--- src/rtl/falling_block_pkg.sv ---
// rtl/falling_block_pkg.sv - shared keycodes and state encoding for falling_block
// Purpose: USB HID keycode constants and the falling-piece state enum.
// Configuration: HARD_DROP_EN adds the DROP state.
package falling_block_pkg;

  localparam logic [7:0] KEY_A     = 8'h04;
  localparam logic [7:0] KEY_D     = 8'h07;
  localparam logic [7:0] KEY_S     = 8'h16;
  localparam logic [7:0] KEY_SPACE = 8'h2C;

  typedef enum logic [1:0] {
    SPAWN,
    FALL,
    LANDED
`ifdef HARD_DROP_EN
    , DROP
`endif
  } fb_state_t;

endpackage

--- src/rtl/falling_block_key_edge.sv ---
// rtl/falling_block_key_edge.sv - keycode press detector
// Purpose: remembers last frame's keycode so a held key yields one press only.
// Ports:
//   frame_clk   in   frame-rate clock
//   Reset       in   synchronous active-high reset
//   keycode     in   current USB HID keycode
//   press_code  out  keycode of a new press, 0 otherwise
//   press_valid out  a new non-zero keycode appeared this frame
module key_edge (
  input  logic       frame_clk,
  input  logic       Reset,
  input  logic [7:0] keycode,
  output logic [7:0] press_code,
  output logic       press_valid
);

  logic [7:0] prev;

  always_ff @(posedge frame_clk) begin
    if (Reset) prev <= 8'h00;
    else       prev <= keycode;
  end

  assign press_valid = (keycode != 8'h00) && (keycode != prev);
  assign press_code  = press_valid ? keycode : 8'h00;

endmodule

--- src/rtl/falling_block.sv ---
// rtl/falling_block.sv - grid-quantised falling game piece
// Purpose: spawns a piece, drops it one row every GRAV_PERIOD frames, moves it
// on A/D presses, soft-drops on S, and pulses landed when it locks.
// Configuration: define HARD_DROP_EN to enable the space-bar hard drop.
// Ports:
//   frame_clk  in   frame-rate clock
//   Reset      in   synchronous active-high reset
//   keycode    in   USB HID keycode (0 = none)
//   free_left/free_right/free_down  in  neighbouring cell empty
//   BlockX/BlockY  out  piece centre in pixels
//   BlockS     out  half-size in pixels
//   col/row    out  current cell
//   landed     out  one-frame pulse when the piece locks
module falling_block
  import falling_block_pkg::*;
#(
  parameter int COLS        = 10,
  parameter int ROWS        = 20,
  parameter int CELL        = 24,
  parameter int X_ORIGIN    = 200,
  parameter int Y_ORIGIN    = 0,
  parameter int GRAV_PERIOD = 30,
  parameter int SPAWN_COL   = 4
) (
  input  logic                     frame_clk,
  input  logic                     Reset,
  input  logic [7:0]               keycode,
  input  logic                     free_left,
  input  logic                     free_right,
  input  logic                     free_down,
  output logic [9:0]               BlockX,
  output logic [9:0]               BlockY,
  output logic [9:0]               BlockS,
  output logic [$clog2(COLS)-1:0]  col,
  output logic [$clog2(ROWS)-1:0]  row,
  output logic                     landed
);

  localparam int COL_W = $clog2(COLS);
  localparam int ROW_W = $clog2(ROWS);
  localparam int GC_W  = $clog2(GRAV_PERIOD);

  fb_state_t         state, state_n;
  logic [COL_W-1:0]  col_n;
  logic [ROW_W-1:0]  row_n;
  logic [GC_W-1:0]   gcnt, gcnt_n;

  logic [7:0] press_code;
  logic       press_valid;

  key_edge u_key_edge (
    .frame_clk   (frame_clk),
    .Reset       (Reset),
    .keycode     (keycode),
    .press_code  (press_code),
    .press_valid (press_valid)
  );

  logic can_down, is_a, is_d, is_s, step;
  assign can_down = (row != ROW_W'(ROWS - 1)) && free_down;
  assign is_a     = press_valid && (press_code == KEY_A);
  assign is_d     = press_valid && (press_code == KEY_D);
  assign is_s     = press_valid && (press_code == KEY_S);
`ifdef HARD_DROP_EN
  logic is_space;
  assign is_space = press_valid && (press_code == KEY_SPACE);
`endif

  always_ff @(posedge frame_clk) begin
    if (Reset) begin
      state <= SPAWN;
      col   <= COL_W'(SPAWN_COL);
      row   <= '0;
      gcnt  <= '0;
    end else begin
      state <= state_n;
      col   <= col_n;
      row   <= row_n;
      gcnt  <= gcnt_n;
    end
  end

  always_comb begin
    state_n = state;
    col_n   = col;
    row_n   = row;
    gcnt_n  = gcnt;
    step    = 1'b0;
    case (state)
      SPAWN: begin
        col_n   = COL_W'(SPAWN_COL);
        row_n   = '0;
        gcnt_n  = '0;
        state_n = FALL;
      end
      FALL: begin
        if (is_a && col != '0 && free_left)
          col_n = col - COL_W'(1);
        else if (is_d && col != COL_W'(COLS - 1) && free_right)
          col_n = col + COL_W'(1);

        if (is_s) begin
          step   = 1'b1;
          gcnt_n = '0;
        end
`ifdef HARD_DROP_EN
        else if (is_space) begin
          gcnt_n = '0;
          if (can_down) begin
            row_n   = row + ROW_W'(1);
            state_n = DROP;
          end else begin
            state_n = LANDED;
          end
        end
`endif
        else if (gcnt == GC_W'(GRAV_PERIOD - 1)) begin
          // A horizontal press wins the frame; gravity waits one frame with gcnt held.
          if (!(is_a || is_d)) begin
            step   = 1'b1;
            gcnt_n = '0;
          end
        end else begin
          gcnt_n = gcnt + GC_W'(1);
        end

        if (step) begin
          if (can_down) row_n = row + ROW_W'(1);
          else          state_n = LANDED;
        end
      end
      LANDED: begin
        // Load the spawn position on the way out so SPAWN already shows it.
        col_n   = COL_W'(SPAWN_COL);
        row_n   = '0;
        gcnt_n  = '0;
        state_n = SPAWN;
      end
`ifdef HARD_DROP_EN
      DROP: begin
        if (can_down) row_n = row + ROW_W'(1);
        else          state_n = LANDED;
      end
`endif
      default: state_n = SPAWN;
    endcase
  end

  assign landed = (state == LANDED);
  assign BlockX = 10'(X_ORIGIN) + 10'(col) * 10'(CELL) + 10'(CELL / 2);
  assign BlockY = 10'(Y_ORIGIN) + 10'(row) * 10'(CELL) + 10'(CELL / 2);
  assign BlockS = 10'(CELL / 2);

endmodule

--- config.mk ---
export PLATFORM = sky130hd
export DESIGN_NAME = falling_block
export DESIGN_NICKNAME = d
export VERILOG_FILES = /design/src/rtl/falling_block_pkg.sv /design/src/rtl/falling_block_key_edge.sv /design/src/rtl/falling_block.sv
export SDC_FILE = /design/constraint.sdc
export NUM_CORES = 1
export LEC_CHECK = 0
export CORE_UTILIZATION = 55
export CTS_BUF_LIST = sky130_fd_sc_hd__clkbuf_8
export DETAILED_ROUTE_END_ITERATION = 7
export PLACE_DENSITY = 0.95
export SLEW_MARGIN = 20
export SYNTH_ARGS = -nofsm -noshare
export SYNTH_HDL_FRONTEND = slang
export SYNTH_SLANG_ARGS = --single-unit
--- constraint.sdc ---
create_clock -name frame_clk -period 4.9 [get_ports frame_clk]
set_input_delay 1.47 -clock frame_clk [delete_from_list [all_inputs] [get_ports frame_clk]]
set_output_delay 1.47 -clock frame_clk [all_outputs]
set_load 0.01 [all_outputs]
Word-level counts from Yosys, hierarchy flattened. Index checks and enable logic that the tools add are counted.

Output and inout port bits: 40. Memory bits (read-only): 0. Bits in registers: 24. Logic and storage cells: 65. Input port bits: 13. Bits in latches: 0. Memory bits (writable): 0. Memories: 0.

Equal/unequal tests: 14. Multiply operators: 2. Order comparisons: 0. Bitwise gates (word level): 0. Shift-type cells: 0. Div/mod/pow operators: 0. Mux-type cells: 18. Add/sub/neg operators: 7. Reduce and logical (&&, ||, !) cells: 19.

Operator list (number): $mux W5 (5); $add A10 B4 Y10 const B (2); $pmux W5 S2 (2); $eq A8 B3 Y1 const B (2); $add A5 B1 Y5 const B (2); $add A8 B9 Y10 const A (1); $logic_and A1 B1 Y1 (9); $eq A8 B5 Y1 const B (1); $mux W4 (2); $mux W8 (1); $ne A4 B4 Y1 const B (2); $ne A8 B8 Y1 (1); $pmux W4 S2 (1); $reduce_bool A8 Y1 (1); $mul A5 B2 Y7 const B (1); $mul A4 B2 Y6 const B (1); $ne A2 B2 Y1 const B (3); $reduce_and A2 Y1 (3); $eq A5 B5 Y1 const B (1); $ne A5 B5 Y1 const B (1); $add A4 B1 Y4 const B (1); $mux W1 (4); $mux W2 (2); $pmux W2 S2 (1); 10 further kinds (10).

Logic depth before layout (Yosys ltp).
Word-level depth: 12. Depth in mapped cells: 11. Gate-level depth less buffers: 11.

By module. From an unflattened synthesis, not the netlist that was laid out.

Cell total of the unflattened synthesis: 236. Area, all modules: 2112.0 µm².

Modules (own cells, without submodules): falling_block (area an instance 1717.9 µm², times used 1, cells an instance 199, seq. area each 320.3 µm²); key_edge (area an instance 394.1 µm², times used 1, cells an instance 37, seq. area each 160.2 µm²).

Worst setup path before layout. No wires, ideal clock.

Path type: reg2out. Start point: register col[1]. End point: output BlockX[8]. Path buffers: 0. Cell stages (with the launch flop): 7. Arrival: 2.347 ns. Data required time: 3.430 ns. Path slack: 1.083 ns. Cell sequence: dfxtp_1 -> ha_1 -> fa_1 -> ha_1 -> or2_2 -> or3_1 -> a32oi_1.

Cells in the longest elaborated chain, start to end: 3.

RTL lines: start: declaration (line falling_block.sv:34) `output logic [$clog2(COLS)-1:0] col,`; start signal: assignment (line falling_block.sv:72) `col <= COL_W'(SPAWN_COL);`; start signal: assignment (line falling_block.sv:77) `col <= col_n;`; $mul A4 B2 Y6 (line falling_block.sv:150) `assign BlockX = 10'(X_ORIGIN) + 10'(col) * 10'(CELL) + 10'(CELL / 2);`; $add A8 B9 Y10 (line falling_block.sv:150); $add A10 B4 Y10 (line falling_block.sv:150); end: declaration (line falling_block.sv:31) `output logic [9:0] BlockX,`.

Every way passes these cells.

Final worst setup path.
Start point: register col[0]. End point: output BlockX[8].

Same word-level chain as after synthesis.

==> metrics.md <==
| Metric | Value |
|---|---|
| IO buf count | `36` |
| Post-route DRC | `0` |
| Final Cycle Share | `95.4%` |
| Ys Warns | `0` |
| Nets | `321` |
| Sequential Power Share | `46.4%` |
| Post-synth top area share | `22.8%` |
| Die area | `slightly above 0.004 mm2` |
| Antenna-violating nets left | `0` |
| CTS Buf Count | `3` |
| Most used DFF post-synth | `dfxtp_1` |
| Worst Hold Class | `register to register` |
| Mapped Area | `0.00211 mm2` |
| Crit end category | `primary output` |
| Ant. Diodes | `0` |
| Routed WL per cell | `around 13 um` |
| DR pass1 iterations | `4` |
| Number of flops mapped to enable cells by yosys | `0` |
| Synth Area in Adders | `15.3%` |
| Most common cell in the netlist | `nand2_1` |
| Highest clock rate | `214 MHz` |
| Multiplexer share of the synthesized area | `2.91%` |
| Largest net degree at the start of global routing | `28` |
| Dpl hpwl | `3.28 mm` |
| CP max stage cell | `clkdlybuf4s50_1` |
| Worst vdd ir | `0.178 mV` |
| Fill count | `287` |
| Clock transition at path regs | `roughly 0.09 ns` |
| Slew HR | `39.9%` |
| Xor/xnor share of the synthesized area | `9.14%` |
| Sw Share | `between 20% and 30%` |
| Core footprint | `about 0.0037 mm2` |
| Crit start category | `register` |
| H-tree levels | `1` |
| Clock root buffer | `clkbuf_8` |
| Mean Syn Cell Area | `8.40 um2` |
| FP Rows | `22` |
| DR vias/cell | `between 5 and 6` |
| Vias in the first global route | `roughly 1800` |
| Largest stage delay, worst path | `between 0.5 and 0.6 ns` |
| Max-Cap Viols | `0` |
| Register area share after synthesis | `22.8%` |
| Max clock buf depth | `2` |
| Logic pwr share | `15.0%` |
| Synth Area in Compound Gates | `13.1%` |
| Yosys reg bits | `24` |
| Commonest cells in the netlist | `nand2_1, dfxtp_1, ha_1` |
| CP Data Required Time | `3.43 ns` |
| Final Skew | `between 0.005 and 0.006 ns` |
| Pwr Density | `179 mW/mm2` |
| Internal Power | `342 uW` |
| Cell variety after synth | `55` |
| Post-Synth Simple-Gate Area | `26.7%` |
| Worst-path maximum fanout | `9` |
| GRT Resource Usage Total | `22.5%` |
| Die Y | `63.9 um` |
| First-pass GRT wire length | `between 7 and 8 mm` |
| Via count | `1825` |
| CP arrival | `3.21 ns` |
| Status | `complete, no violations` |
| NetSw | `106 uW` |
| Die width | `roughly 64 um` |
| Top Ports | `53` |
| Max Slew Vio Count | `0` |
| Area grow syn2layout | `18.8%` |
| Mapped Cells | `around 250` |
| Total wire length | `about 4.3 mm` |
| Hold bufs inserted after CTS | `0` |
| Share of cells above drive strength 1 | `3.18%` |
| Kind of critical path | `register to primary output` |
| Post-CTS Resized | `0` |
| Initial antenna violation count | `0` |
| Starting DRC count in detailed routing | `82` |
| CP most frequent cell | `ha_1` |
| Unrepaired setup endpoints after global routing | `no` |
| CP delay by family, top | `adder cells` |
| Setup TNS | `0 ns` |
| Synth async-reset ratio | `0%` |
| Synth top area cells | `dfxtp_1, ha_1, xnor2_1` |
| Fin crit period | `4.68 ns` |
| WP buf/inv | `1` |
| CP cell instances | `ha_1 > fa_1 > ha_1 > or2_2 > or3_1 > a32oi_1 > clkdlybuf4s50_1` |
| Final Setup Violations | `0` |
| Clk_lat worst skew | `0.27 ns` |
| Synth area leader | `dfxtp_1` |
| Final Instance Area | `0.00250 mm2` |
| Fin. Hold Viols | `0` |
| CTS tree | `built` |
| Largest family of logic cells by synthesized area | `simple AND/OR/NAND/NOR gates` |
| Initial core utilization | `a little under three fifths` |
| Placed cell areas | `between 0.002 and 0.0025 mm2` |
| Clock share of power | `38.6%` |
| Slew @ Worst Pin | `0.898 ns` |
| Placer congestion estimate | `roughly 0.88` |
| Gr ovfl total | `0` |
| Setup Fix Bufs, Post-CTS | `0` |
| Leak Pwr | `1.07 nW` |
| Clk sinks | `24` |
[through the flow]
step | cells | total power [mW] | hold WS (ns) | utilization, % | setup slack (ns)
2_1_floorplan | 265 | 0.261 | 0.482 | - | 1.08
3_3_place_gp | 327 | 0.277 | 0.498 | 66.5 | 0.653
3_5_place_dp | 327 | 0.279 | 0.507 | 66.5 | 0.533
4_1_cts | 331 | 0.452 | 0.522 | 68.4 | 0.240
5_1_grt | 331 | 0.473 | 0.561 | 68.4 | 0.0964
6_report | 331 | 0.448 | 0.525 | 68.4 | 0.223
[sequential cells by signal, indices dropped and copies added, names as in the netlist]
signal,flops
col,4
gcnt,5
row,5
state,2
u_key_edge.prev,8
[kinds of logic after synthesis]
| group | count (synthesis) |
|---|---|
| buf+inv | 37 |
| xor+xnor | 22 |
| other cells | 2 |
| flops | 24 |
| compound gates | 40 |
| mux | 6 |
| simple gates | 96 |
| fa+ha+maj | 24 |
[cell usage in the layout (no fill, tap or decap), drive strengths merged, types with 3 or more instances in the layout]
master         instances
a21oi                 12
xor2                   7
nand4b                 3
ha                    21
nand3b                 3
inv                   15
clkbuf                 3
a31oi                  4
nand2                 25
nand3                 10
conb                  16
clkdlybuf4s50         36
fa                     3
xnor2                 15
nor3                   4
and4b                  4
nor2b                 11
a21o                   5
dfxtp                 24
a211o                  3
mux2i                  5
nor2                  13
nand4                  4
[worst min-delay path, stage by stage, from the launching register on]
cell	delay, ns
dfxtp_1	0.35
nand2_1	0.06
a31oi_1	0.07
[cell type report]
class / count / area (um2) / area share, %
inverter: 15 / 56.3 / 2.25
clock buffer: 3 / 41.3 / 1.65
sequential: 24 / 480 / 19.2
multi-input combinational: 204 / 1480 / 58.9
clock inverter: 1 / 30.0 / 1.20
tap: 48 / 60.1 / 2.40
timing repair buffer: 36 / 360 / 14.4
[metal layers]
metal  global-route usage (%)  share of wire, %  vias up  wire [um]
met5                        0                 0        -          0
met1                     26.2                45      868       1910
li1                         -                 -      912          -
met2                     41.1                50       41       2130
met4                     5.11              0.73        0         31
met3                     5.18               4.4        4        189
[power by group through the flow]
| stage | Clock (mW) | Combinational [mW] | Sequential (mW) |
|---|---|---|---|
| floorplan | 0 | 0.0510 | 0.210 |
| global placement | 0 | 0.0655 | 0.212 |
| detailed placement | 0 | 0.0666 | 0.213 |
| CTS | 0.177 | 0.0674 | 0.208 |
| global route | 0.190 | 0.0736 | 0.209 |
| finish | 0.173 | 0.0673 | 0.208 |
[path summary, 6_finish.rpt]
| check | depth (start not counted) | slack [ns] | to | from |
|---|---|---|---|---|
| worst max-delay path | 7 | 0.22 | BlockX[8] | col[0] |
| worst min-delay path | 2 | 0.53 | gcnt[4] | gcnt[4] |
| worst max register to register | 11 | 2.10 | col[3] | col[2] |
| worst min register to register | 2 | 0.53 | gcnt[4] | gcnt[4] |
Note: power is estimated with default switching activity, not from simulation.
